===== config.mk =====
export PLATFORM = sky130hd
export DESIGN_NAME = jk_bank_arbiter
export DESIGN_NICKNAME = d
export VERILOG_FILES = /design/src/rtl/jk_bank_arbiter.sv
export SDC_FILE = /design/constraint.sdc
export NUM_CORES = 1
export LEC_CHECK = 0
export CAP_MARGIN = 25
export CORE_MARGIN = 1
export CORE_UTILIZATION = 40
export DETAILED_ROUTE_END_ITERATION = 10
export HOLD_SLACK_MARGIN = 0.05
export PLACE_DENSITY = 0.72
export SETUP_SLACK_MARGIN = 0.1
export SYNTH_ARGS = -nofsm -noshare
export SYNTH_HDL_FRONTEND = slang
export SYNTH_SLANG_ARGS = --single-unit

===== constraint.sdc =====
create_clock -name clk -period 3.85 [get_ports clk]
set_input_delay 0.385 -clock clk [delete_from_list [all_inputs] [get_ports clk]]
set_output_delay 0.385 -clock clk [all_outputs]
set_load 0.1 [all_outputs]

===== src/rtl/jk_bank_arbiter.sv =====
// Bank of JK flip-flop cells shared by NREQ requesters.
// A round-robin arbiter applies one granted {j,k} command per clock to the addressed cell.
module jk_bank_arbiter #(
  parameter int unsigned NREQ  = 4,
  parameter int unsigned WIDTH = 8,
  parameter int unsigned IDXW  = 3
) (
  input  logic                 clk,
  input  logic                 rst,
  input  logic [NREQ-1:0]      req,
  input  logic [2*NREQ-1:0]    op,
  input  logic [IDXW*NREQ-1:0] idx,
  output logic [NREQ-1:0]      gnt,
  output logic [WIDTH-1:0]     q,
  output logic                 err,
  output logic                 busy
);

  localparam int unsigned PtrW = (NREQ > 1) ? $clog2(NREQ) : 1;

  logic [PtrW-1:0]  ptr_q, ptr_d;
  logic [NREQ-1:0]  gnt_q, gnt_d;
  logic [WIDTH-1:0] q_q, q_d;
  logic             err_q, err_d;

  logic [NREQ-1:0]  eligible;
  logic [PtrW-1:0]  win;
  logic             found;
  logic [PtrW:0]    cand;
  logic [1:0]       op_a  [NREQ];
  logic [IDXW-1:0]  idx_a [NREQ];
  logic [1:0]       sel_op;
  logic [IDXW-1:0]  sel_idx;
  logic             in_range;

  // A requester granted last cycle is excluded so it can drop req without a double grant.
  assign eligible = req & ~gnt_q;

  always_comb begin
    for (int i = 0; i < NREQ; i++) begin
      op_a[i]  = op[2*i +: 2];
      idx_a[i] = idx[IDXW*i +: IDXW];
    end
  end

  // Search ptr, ptr+1, ... modulo NREQ for the first eligible requester.
  always_comb begin
    win   = '0;
    found = 1'b0;
    cand  = '0;
    for (int k = 0; k < NREQ; k++) begin
      cand = {1'b0, ptr_q} + (PtrW+1)'(k);
      if (cand >= (PtrW+1)'(NREQ)) begin
        cand = cand - (PtrW+1)'(NREQ);
      end
      if (!found && eligible[cand[PtrW-1:0]]) begin
        found = 1'b1;
        win   = cand[PtrW-1:0];
      end
    end
  end

  assign sel_op   = op_a[win];
  assign sel_idx  = idx_a[win];
  assign in_range = ({1'b0, sel_idx} < (IDXW+1)'(WIDTH));

  always_comb begin
    gnt_d = '0;
    ptr_d = ptr_q;
    q_d   = q_q;
    err_d = 1'b0;
    if (found) begin
      gnt_d[win] = 1'b1;
      ptr_d      = (win == PtrW'(NREQ - 1)) ? '0 : win + 1'b1;
      if (in_range) begin
        for (int c = 0; c < WIDTH; c++) begin
          if (sel_idx == IDXW'(c)) begin
            unique case (sel_op)
              2'b01:   q_d[c] = 1'b0;
              2'b10:   q_d[c] = 1'b1;
              2'b11:   q_d[c] = ~q_q[c];
              default: q_d[c] = q_q[c];
            endcase
          end
        end
      end else begin
        err_d = 1'b1;
      end
    end
  end

  always_ff @(posedge clk) begin
    if (!rst) begin
      ptr_q <= '0;
      gnt_q <= '0;
      q_q   <= '0;
      err_q <= 1'b0;
    end else begin
      ptr_q <= ptr_d;
      gnt_q <= gnt_d;
      q_q   <= q_d;
      err_q <= err_d;
    end
  end

  assign gnt  = gnt_q;
  assign q    = q_q;
  assign err  = err_q;
  assign busy = |req;

endmodule


==> results.cfg <==
[synth]
synthArstFlopShare = 0
synth_edf_count = 0
synth_seq_cells = 14
syn-cell-area_um2 = 1170
synth_nets = 166
synth_xor_area_frac = 0
synth-simple-area-share = 0.275
synthMuxAreaShare = 0.213
synth.avg_cell_area_um2 = 8.61
yosysSeqAreaShare = 0.239
synthAdderAreaFrac = 0.0427
synth_top_family_by_area = simple AND/OR/NAND/NOR gates
ys.flop_type = dfxtp_1
ys.warnings.count = 0
synth_compound_area_frac = 0.183
yosysUniqueCellTypes = 35
synthCells = 136

[drt]
vias_per_cell = 5.45
vias = 1123
drc_errors = 0
ant_nets = 0
drt_pass1_iterations = 4
wirelength_mm = 2.83
routedWlPerCell_um = 13.7
drt_iter0_markers = 25

[grt]
grtUsageMet2 = 0.364
grt_overflow = 0
grt_pass1_vias = 1145
use_met3 = 0.0535
antenna_found_initial = 0
track_usage = 0.190
grt.busiest_layer = met2
grt_pass1_wl_mm = 4.75
gr-usage-met1 = 0.200
grt_max_degree = 17

[min_path]
min_from = q[0]
hold_class = flop to flop
hold_depth = 2
hold_end = q[0]

[die]
die_w_um = 56.1
initial_core_util = 0.425
coreArea_um2 = 2760
die_area_um2 = 3150
num_rows = 19
chipHeight_um = 56.1
io_pins = 40

[worst_setup_path]
critPathTopFamily = buffers and inverters
crit_path_start_kind = input port
arrival_ns = 2.33
path_buf_inv = 2
r2r_slack_ns = 1.43
path_cells = clkdlybuf4s50_1 > or4_1 > clkdlybuf4s50_1
path_common_cell = clkdlybuf4s50_1
worstSetupEndpointType = output pin
rr_endpoint = q[5]
cp.depth = 3
crit_slowest_cell = clkdlybuf4s50_1
r2r-start = gnt[1]
path_class = input port to output pin
cp.required_ns = 3.46
worst-path-max-fanout = 3
max_stage_delay_ns = 0.98
reg2reg_depth = 8

[clocking]
post_cts_resized = 0
post_cts_buffers = 0
numCtsBuffers = 3
clock_sinks = 14
clock_tree.buffer_depth = 2
clk-insertion-delay-late_ns = 0.29
cts_tree = yes
hold_buffers = 0
cts_root_buf = clkbuf_4
htreeDepth = 1
path_clk_slew_ns = 0.08

[layout]
final_common_cell = clkdlybuf4s50_1
finish.utilization = 0.582
drive_gt1_frac = 0.0914
layout_common_cells = 38 x clkdlybuf4s50_1, 17 x mux2i_1, 14 x nand2_1, 14 x dfxtp_1, 12 x nand2b_1
fin_nets = 206
regArea_um2 = 280
multi_input_area_um2 = 838
area_delta_synth_final_pct = 37.0
fill_cells = 256
n_antenna_cell = 0

[timing]
slew_headroom = 0.348
drv_slew = 0
final.setup.tns_ns = 0
worstMarginPinSlew_ns = 0.975
finalCriticalPeriod_ns = 2.71
rsz0062_at_grt = no
fin_crit_sh = 0.704
setup_viol = 0
hold_viol = 0
fmax_mhz = 369
fin_skew_ns = 0.00381

[pwr]
p_per_area_nw_per_um2 = 635
p_leak_uw = 0.000691
ir_drop_mv = 0.543

[place]
port_buffers = 38
dp_hpwl_mm = 2.26
place_congestion = 0.841

[job]
maxCapViolations = 0

[status]
status = complete, no violations
==> synth_stat cells (all sizes together) (2+ instances only) <==
cell type,instances,share of area
nand3b,2,0.016
a41o,6,0.051
ha,4,0.043
mux2,3,0.029
mux4,2,0.038
inv,6,0.019
a21oi,7,0.030
a211oi,2,0.017
nand2b,12,0.064
and3,4,0.021
dfxtp,14,0.24
and2b,2,0.013
o21bai,4,0.026
nor2,6,0.032
mux2i,17,0.15
o21ai,8,0.034
nor2b,10,0.053
nand2,14,0.045
buf,3,0.022
==> kinds of logic after synthesis <==
logic type	count (synthesis)
buffers and inverters	10
other	1
adders and majority gates	4
AOI/OAI and AO/OA	30
and+or+nand+nor	55
muxes	22
DFF	14
==> through the flow <==
step	setup slack, ns	instance area (µm²)	power, µW	std cells	hold slack (ns)
floorplan	1.09	1170	767	136	0.551
global placement	1.03	1570	900	202	0.463
detailed placement	0.936	1570	915	202	0.475
CTS	1.13	1600	1030	206	0.493
global route	1.06	1600	1080	206	0.524
finish	1.14	1600	1020	206	0.490
==> layout make-up <==
| cell class | count | area share |
|---|---|---|
| Sequential cell | 14 | 0.175 |
| Tap cell | 31 | 0.0242 |
| Inverter | 6 | 0.0140 |
| Multi-Input combinational cell | 112 | 0.523 |
| Clock buffer | 4 | 0.0226 |
| Timing Repair Buffer | 39 | 0.242 |
==> state kept, by name, summed over array words and instances (netlist names) <==
name and count:
gnt 4, ptr_q 2, q 8
==> power by group <==
group	leakage, µW	total (µW)	internal, µW	switching, µW
sequential	0.000114	213	181	31.6
clock	0.0000210	109	57.6	51.2
combinational	0.000556	697	255	443
==> per-layer routing <==
layer  up-vias  part of all wire
met4         0             0.016
met2        31              0.50
met3         6             0.057
met1       524              0.43
li1        562                 -
met5         -                 0
==> worst max-delay path by stage <==
| stage | from | endpoint | slack [ns] |
|---|---|---|---|
| 2_1_floorplan | gnt[1] | q[5] | 1.09 |
| 3_3_place_gp | req[1] | q[5] | 1.03 |
| 3_5_place_dp | req[1] | q[5] | 0.94 |
| 4_1_cts | req[1] | busy | 1.13 |
| 5_1_grt | req[1] | q[5] | 1.06 |
| 6_report | req[1] | busy | 1.14 |
==> tightest hold or removal path, stage by stage (launching register included) <==
cell and delay (ns):
dfxtp_1 0.33, nand2_1 0.06, mux2i_1 0.06
Note: power is estimated with default switching activity, not from simulation.
